--- config.mk ---
export PLATFORM = sky130hd
export DESIGN_NAME = csr_trap_sequencer
export DESIGN_NICKNAME = d
export VERILOG_FILES = /design/src/rtl/csr_trap_sequencer.sv
export SDC_FILE = /design/constraint.sdc
export NUM_CORES = 1
export LEC_CHECK = 0
export ABC_AREA = 0
export CAP_MARGIN = 25
export CELL_PAD_IN_SITES_DETAIL_PLACEMENT = 1
export CELL_PAD_IN_SITES_GLOBAL_PLACEMENT = 2
export CORE_MARGIN = 2
export CORE_UTILIZATION = 32
export CTS_CLUSTER_DIAMETER = 150
export CTS_CLUSTER_SIZE = 20
export DETAILED_ROUTE_END_ITERATION = 12
export PLACE_DENSITY_LB_ADDON = 0.15
export SYNTH_ARGS = -nofsm -noshare
export SYNTH_HDL_FRONTEND = slang
export SYNTH_SLANG_ARGS = --single-unit
--- constraint.sdc ---
create_clock -name clk -period 4.6 [get_ports clk]
set_clock_uncertainty 0.05 [all_clocks]
set_input_delay 0.92 -clock clk [delete_from_list [all_inputs] [get_ports clk]]
set_output_delay 0.92 -clock clk [all_outputs]
set_load 0.1 [all_outputs]
--- src/rtl/csr_trap_sequencer.sv ---
// Owns the CSR file write port and read index: forwards WBU writes / IDU reads when idle,
// and runs the fixed CSR update sequences for trap entry and mret before redirecting the PC.
module csr_trap_sequencer #(
    parameter int         XLEN     = 32,
    parameter logic [1:0] MRET_MPP = 2'b11
) (
    input  logic            clk,
    input  logic            rst,
    input  logic            trap_valid,
    output logic            trap_ready,
    input  logic            trap_is_mret,
    input  logic [XLEN-1:0] trap_pc,
    input  logic [XLEN-1:0] trap_cause,
    input  logic [2:0]      WBU_csr_rd_i,
    input  logic            WBU_CSRWr_i,
    input  logic [XLEN-1:0] WBU_csr_busW_i,
    output logic            wbu_csr_ready,
    input  logic [2:0]      IDU_csr_rs_i,
    output logic            idu_csr_stall,
    output logic [2:0]      csr_rs_o,
    input  logic [XLEN-1:0] csr_rs_data_i,
    output logic            CSRWr_o,
    output logic [2:0]      csr_rd_o,
    output logic [XLEN-1:0] csr_busW_o,
    output logic            redirect_valid,
    input  logic            redirect_ready,
    output logic [XLEN-1:0] redirect_pc,
    output logic            busy
);

    typedef enum logic [2:0] {IDLE, T0, T1, T2, M0, M1, M2, DONE} state_t;

    localparam logic [2:0] IDX_MSTATUS = 3'd0;
    localparam logic [2:0] IDX_MTVEC   = 3'd1;
    localparam logic [2:0] IDX_MEPC    = 3'd2;
    localparam logic [2:0] IDX_MCAUSE  = 3'd3;
    localparam logic [2:0] IDX_LAST    = 3'd5;

    // mstatus fields touched by the sequences: MPP[12:11], MPIE[7], MIE[3]
    localparam logic [XLEN-1:0] MST_FIELDS = XLEN'('h1888);

    state_t          state_reg;
    logic [XLEN-1:0] tgt_reg;
    logic [XLEN-1:0] mst_reg;
    logic [XLEN-1:0] pc_reg;
    logic [XLEN-1:0] cause_reg;

    logic [XLEN-1:0] trap_fields;
    logic [XLEN-1:0] mret_fields;
    logic [XLEN-1:0] mst_trap_next;
    logic [XLEN-1:0] mst_mret_next;

    always_comb begin
        trap_fields      = '0;
        trap_fields[12:11] = 2'b11;
        trap_fields[7]   = mst_reg[3];
        mret_fields      = '0;
        mret_fields[12:11] = MRET_MPP;
        mret_fields[7]   = 1'b1;
        mret_fields[3]   = mst_reg[7];
        mst_trap_next    = (mst_reg & ~MST_FIELDS) | trap_fields;
        mst_mret_next    = (mst_reg & ~MST_FIELDS) | mret_fields;
    end

    always_comb begin
        csr_rs_o       = IDU_csr_rs_i;
        csr_rd_o       = WBU_csr_rd_i;
        csr_busW_o     = WBU_csr_busW_i;
        CSRWr_o        = 1'b0;
        wbu_csr_ready  = 1'b0;
        idu_csr_stall  = 1'b1;
        trap_ready     = 1'b0;
        redirect_valid = 1'b0;
        redirect_pc    = tgt_reg;
        busy           = (state_reg != IDLE);
        case (state_reg)
            IDLE: begin
                idu_csr_stall = 1'b0;
                wbu_csr_ready = 1'b1;
                // Gated by rst so nothing leaks to the CSR file while held in reset
                CSRWr_o    = rst & WBU_CSRWr_i & (WBU_csr_rd_i <= IDX_LAST);
                trap_ready = rst & trap_valid & ~WBU_CSRWr_i;
            end
            T0: begin
                csr_rs_o   = IDX_MTVEC;
                CSRWr_o    = 1'b1;
                csr_rd_o   = IDX_MEPC;
                csr_busW_o = pc_reg;
            end
            T1: begin
                csr_rs_o   = IDX_MSTATUS;
                CSRWr_o    = 1'b1;
                csr_rd_o   = IDX_MCAUSE;
                csr_busW_o = cause_reg;
            end
            T2: begin
                CSRWr_o    = 1'b1;
                csr_rd_o   = IDX_MSTATUS;
                csr_busW_o = mst_trap_next;
            end
            M0: csr_rs_o = IDX_MEPC;
            M1: csr_rs_o = IDX_MSTATUS;
            M2: begin
                CSRWr_o    = 1'b1;
                csr_rd_o   = IDX_MSTATUS;
                csr_busW_o = mst_mret_next;
            end
            DONE: redirect_valid = 1'b1;
            default: ;
        endcase
    end

    always_ff @(posedge clk or negedge rst) begin
        if (!rst) begin
            state_reg <= IDLE;
            tgt_reg   <= '0;
            mst_reg   <= '0;
            pc_reg    <= '0;
            cause_reg <= '0;
        end else begin
            case (state_reg)
                IDLE: begin
                    if (trap_ready) begin
                        pc_reg    <= trap_pc;
                        cause_reg <= trap_cause;
                        state_reg <= trap_is_mret ? M0 : T0;
                    end
                end
                T0: begin
                    tgt_reg   <= {csr_rs_data_i[XLEN-1:2], 2'b00};
                    state_reg <= T1;
                end
                T1: begin
                    mst_reg   <= csr_rs_data_i;
                    state_reg <= T2;
                end
                T2: state_reg <= DONE;
                M0: begin
                    tgt_reg   <= csr_rs_data_i;
                    state_reg <= M1;
                end
                M1: begin
                    mst_reg   <= csr_rs_data_i;
                    state_reg <= M2;
                end
                M2: state_reg <= DONE;
                DONE: if (redirect_ready) state_reg <= IDLE;
                default: state_reg <= IDLE;
            endcase
        end
    end

endmodule
After elaboration in Yosys (flattened, before gate mapping)
Cells that the tools add are included.
{ "word_totals": {"reg_bits": 131, "input_bits": 140, "wordCells": 43, "output_inout_bits": 76} }
{ "op_classes": {"n_mux": 13, "n_bitwise": 7, "n_lt_le_gt_ge": 1, "n_eq_ne": 9, "reduce_logical": 8} }
{ "ops": {"columns": ["operator", "n"], "rows": [
  ["$pmux W32 S4", 1],
  ["$or A32 B13 Y32", 2],
  ["$pmux W32 S2", 1],
  ["$pmux W3 S7", 1],
  ["$pmux W3 S3", 2],
  ["$eq A3 B3 Y1 const B", 4],
  ["$mux W3", 3],
  ["$eq A3 B2 Y1 const B", 2],
  ["$and A1 B1 Y1", 4],
  ["$mux W1", 4],
  ["$ne A2 B2 Y1 const B", 2],
  ["$reduce_and A2 Y1", 2],
  ["$reduce_or A2 Y1", 2],
  ["$reduce_or A4 Y1", 1],
  ["$eq A3 B1 Y1 const B", 1],
  ["$le A3 B3 Y1 const B", 1],
  ["$logic_not A3 Y1", 1],
  ["$reduce_bool A3 Y1", 1],
  ["$pmux W1 S2", 1],
  ["$reduce_bool A2 Y1", 1],
  ["$not A1 Y1", 1]
]} }

Logic depth before layout (Yosys ltp)
{ "logic_depth": {"word_depth": 5, "depth_mapped": 6, "depth_no_buf": 3} }

Worst setup path after synthesis
OpenSTA, ideal clock, no wires.
{ "synth_path": {"kind": "register to output", "startpoint": "register state_reg[1]", "endpoint": "output csr_rs_o[2]", "setup_slack_ns": 0.416, "arrival_time_ns": 3.214, "path_buffers": 2, "required_time_ns": 3.630, "path_stages_with_launch": 6, "path_cell_list": "dfrtp_1 > buf_2 > nand2b_1 > mux2i_2 > buf_4 > nor3b_1"} }
{ "synth_via": {"elab_chain_cells": 3, "elab_cells_between_ends": 6, "classes_between": "eq/ne (4); mux (1); reduce/logical (1)"} }
{ "synth_lines": {"columns": ["item", "line", "source"], "rows": [
  ["start, declared", "42", "state_t state_reg;"],
  ["start signal, assigned", "126", "state_reg <= trap_is_mret ? M0 : T0;"],
  ["$eq A3 B2 Y1 or $eq A3 B3 Y1 (tied branches)", "76", "case (state_reg)"],
  ["$reduce_or A2 Y1 (no source line)", null, null],
  ["$pmux W3 S3 *", "76", null],
  ["end, declared", "20", "output logic [2:0] csr_rs_o,"]
]} }
Every way passes the cells marked *; elsewhere a longest branch is shown, timed or not.

Final worst setup path
{ "layout_path": {"startpoint": "register state_reg[2]", "endpoint": "output csr_busW_o[10]"} }
{ "layout_via": {"elab_chain_cells": 2, "elab_cells_between_ends": 5, "classes_between": "eq/ne (4); mux (1)"} }
{ "layout_lines": {"columns": ["item", "line", "source"], "rows": [
  ["$eq A3 B3 Y1 (tied with other cells)", "76", null],
  ["$pmux W32 S4 *", "76", null],
  ["end, declared", "24", "output logic [XLEN-1:0] csr_busW_o,"]
]} }
Marked as above.

==> metrics.txt <==
status completed; largest family of logic cells by synthesized area multiplexers; Mapped Nets slightly below 700; worst slew pin tran 1.01 ns; final max-slew violation count 0; routability congestion estimate ~0.75; Post-Synth Simple-Gate Area 7.66%; Yosys top cell by area dfrtp_1; worst-skew pair later-pin latency about 0.42 ns; reg2reg path depth 5; initial antenna violation count 0; Tot GR Track Use 20.2%; Synth async-reset ratio between 90% and 100%; hold_buf cts 0; drt wl/cell 21.6 um; die area 21900 sq um; Boundary Pins 216; Hold Vio Cnt, Final 0; crit end category primary output; first-pass GRT wire length 34.2 mm; Synth Register Bits 129; area grow syn2layout 42.5%; pin count of the biggest net entering global routing 75; syn avg cell area 12.4 sq um; Crit path required time 3.63 ns; Synth Warn # 0; top-count cell post-synth dfrtp_1; Max H-tree Level 4; vias in the first global route approximately 6000; Worst-path clk slew ~0.060 ns; Sink Count 129; Setup-failing EPs final 0; die height approximately 150 um; Detailed Route Iter0 Violations 271; Num CTS Buffers 17; Primary FF master, synth dfrtp_1; Synth top cells by count 129 x dfrtp_1, 49 x mux2_4, 44 x mux2_2, 36 x o21ai_0, 33 x nand2b_1; clock buffer depth 2; worst min path class input port to async pin; top achievable clock speed around 260 MHz; core box area 20300 sq um; Max stage delay on crit path a little over 0.7 ns; XOR/XNOR Fraction of Synth Area 0%; antenna-violating nets left 0; CTS tree done; CP dominant cell by count buf_4; clk root buf clkbuf_16; complex-gate fraction of the synthesized area between 10% and 20%; first-pass iteration count of the detailed router 4; Yosys cell types 37; Critical Path AT 2.93 ns; DRT Wirelength 21.9 mm; critical path type flip-flop to primary output; CP max FO 18; DRC errors left 0; Tmin final just under 4 ns; detailed placement HPWL 14.9 mm; Die Span X roughly 150 um; RSZ-0062 raised after global routing false; fin nets ~870; Core Util, Final between 40% and 50%; GR Overflow Total 0; Port-buffer cells 215; slowest CP cell clkinv_1; CP startpoint kind flip-flop; Synth Instances 537; Post-Syn Area 6650 sq um; synth top area cells dfrtp_1 49%, mux2_4 11%, mux2_2 7.5%; share of the synthesized area in the top cell type 48.6%; vias per cell 5.20; sequential-to-total area share from yosys stat 48.6%; Max transition margin about a third; multiplexer area fraction after synthesis 24.1%; post-CTS setup buffer count 0; EDFF count, synth 0; Starting Density 32.7%; Max-Cap Viols 0; setup_tns 0 ns; FP Rows 52; area share of fa/ha/maj cells after synthesis 0%; layout cells sized above 1 24.7%; Resized cells post-CTS 0; CP cell instances clkinv_1 -> buf_4 -> a31oi_1 -> buf_4; DR vias about 5300; ANT cells 0; crit share post-route 84.7%
logic make-up (layout without fill, tap and decap cells):
family                 after synthesis  in the layout
AOI/OAI and AO/OA                  143            143
and+or+nand+nor                     85             85
buffers and inverters               54            261
muxes                              126            126
DFF                                129            129
metrics by stage:
| stage | setup WS [ns] | hold WS, ns | std cells | area, sq um |
|---|---|---|---|---|
| 3_3_place_gp | 1.13 | 0.413 | 980 | 8830 |
| 3_5_place_dp | 1.16 | 0.418 | 981 | 8860 |
| 5_1_grt | 0.572 | 0.453 | 1014 | 9470 |
| 6_report | 0.703 | 0.428 | 1014 | 9470 |
| 2_1_floorplan | 0.416 | 0.398 | 537 | 6650 |
| 4_1_cts | 0.687 | 0.432 | 1012 | 9430 |
worst max-delay path: cells and delay by family, from the launching register on:
| kind | cells | cell delay (ns) |
|---|---|---|
| flip-flops | 1 | 0.69 |
| buffers and inverters | 3 | 1.52 |
| AO/OA/AOI/OAI | 1 | 0.27 |
worst paths after layout:
check | from | to | slack, ns
worst max-delay path | state_reg[2] | csr_busW_o[10] | 0.70
worst min-delay path | rst | mst_reg[6] | 0.43
worst max register to register | state_reg[1] | mst_reg[20] | 1.56
worst min register to register | mst_reg[1] | mst_reg[1] | 0.43
max in group asynchronous | rst | cause_reg[18] | 3.12
min in group clk | mst_reg[1] | mst_reg[1] | 0.43
layer usage:
layer,up-vias,track usage (%),share of wire (%)
li1,2415,-,-
met5,-,0,0
met3,25,6.23,6.9
met1,2672,25.7,44
met2,158,33.5,48
met4,0,5.52,1.6
cells in the final DEF (no fill, tap or decap), types with 2 or more instances in the layout:
cell,synthesis,routed
mux2_1,31,31
buf_16,0,2
nand2b_1,33,32
buf_12,6,3
a22oi_1,3,3
inv_8,0,2
or3_1,29,29
nor3b_1,2,2
mux2_4,49,49
nand3b_1,2,2
dfrtp_1,129,127
a21oi_1,9,8
buf_4,5,46
clkinvlp_4,0,3
mux2_2,44,44
inv_6,0,6
o221ai_1,29,29
o22ai_1,3,3
inv_1,3,3
clkinv_4,0,2
clkdlybuf4s50_1,0,173
nor2_1,8,8
o21ai_0,36,36
clkbuf_16,0,17
o211ai_1,28,28
nand2_1,7,7
a31oi_1,29,29
layout make-up:
cell class	count	area [sq um]
sequential	129	3230
fill	2116	10800
clock buffer	17	425
timing repair buffer	226	2220
inverter	4	15.0
tap	270	338
clock inverter	14	145
multi-input combinational	354	3100
Power is not shown: default switching activity piles up to over one toggle a cycle in this logic, so the estimate is an artifact.
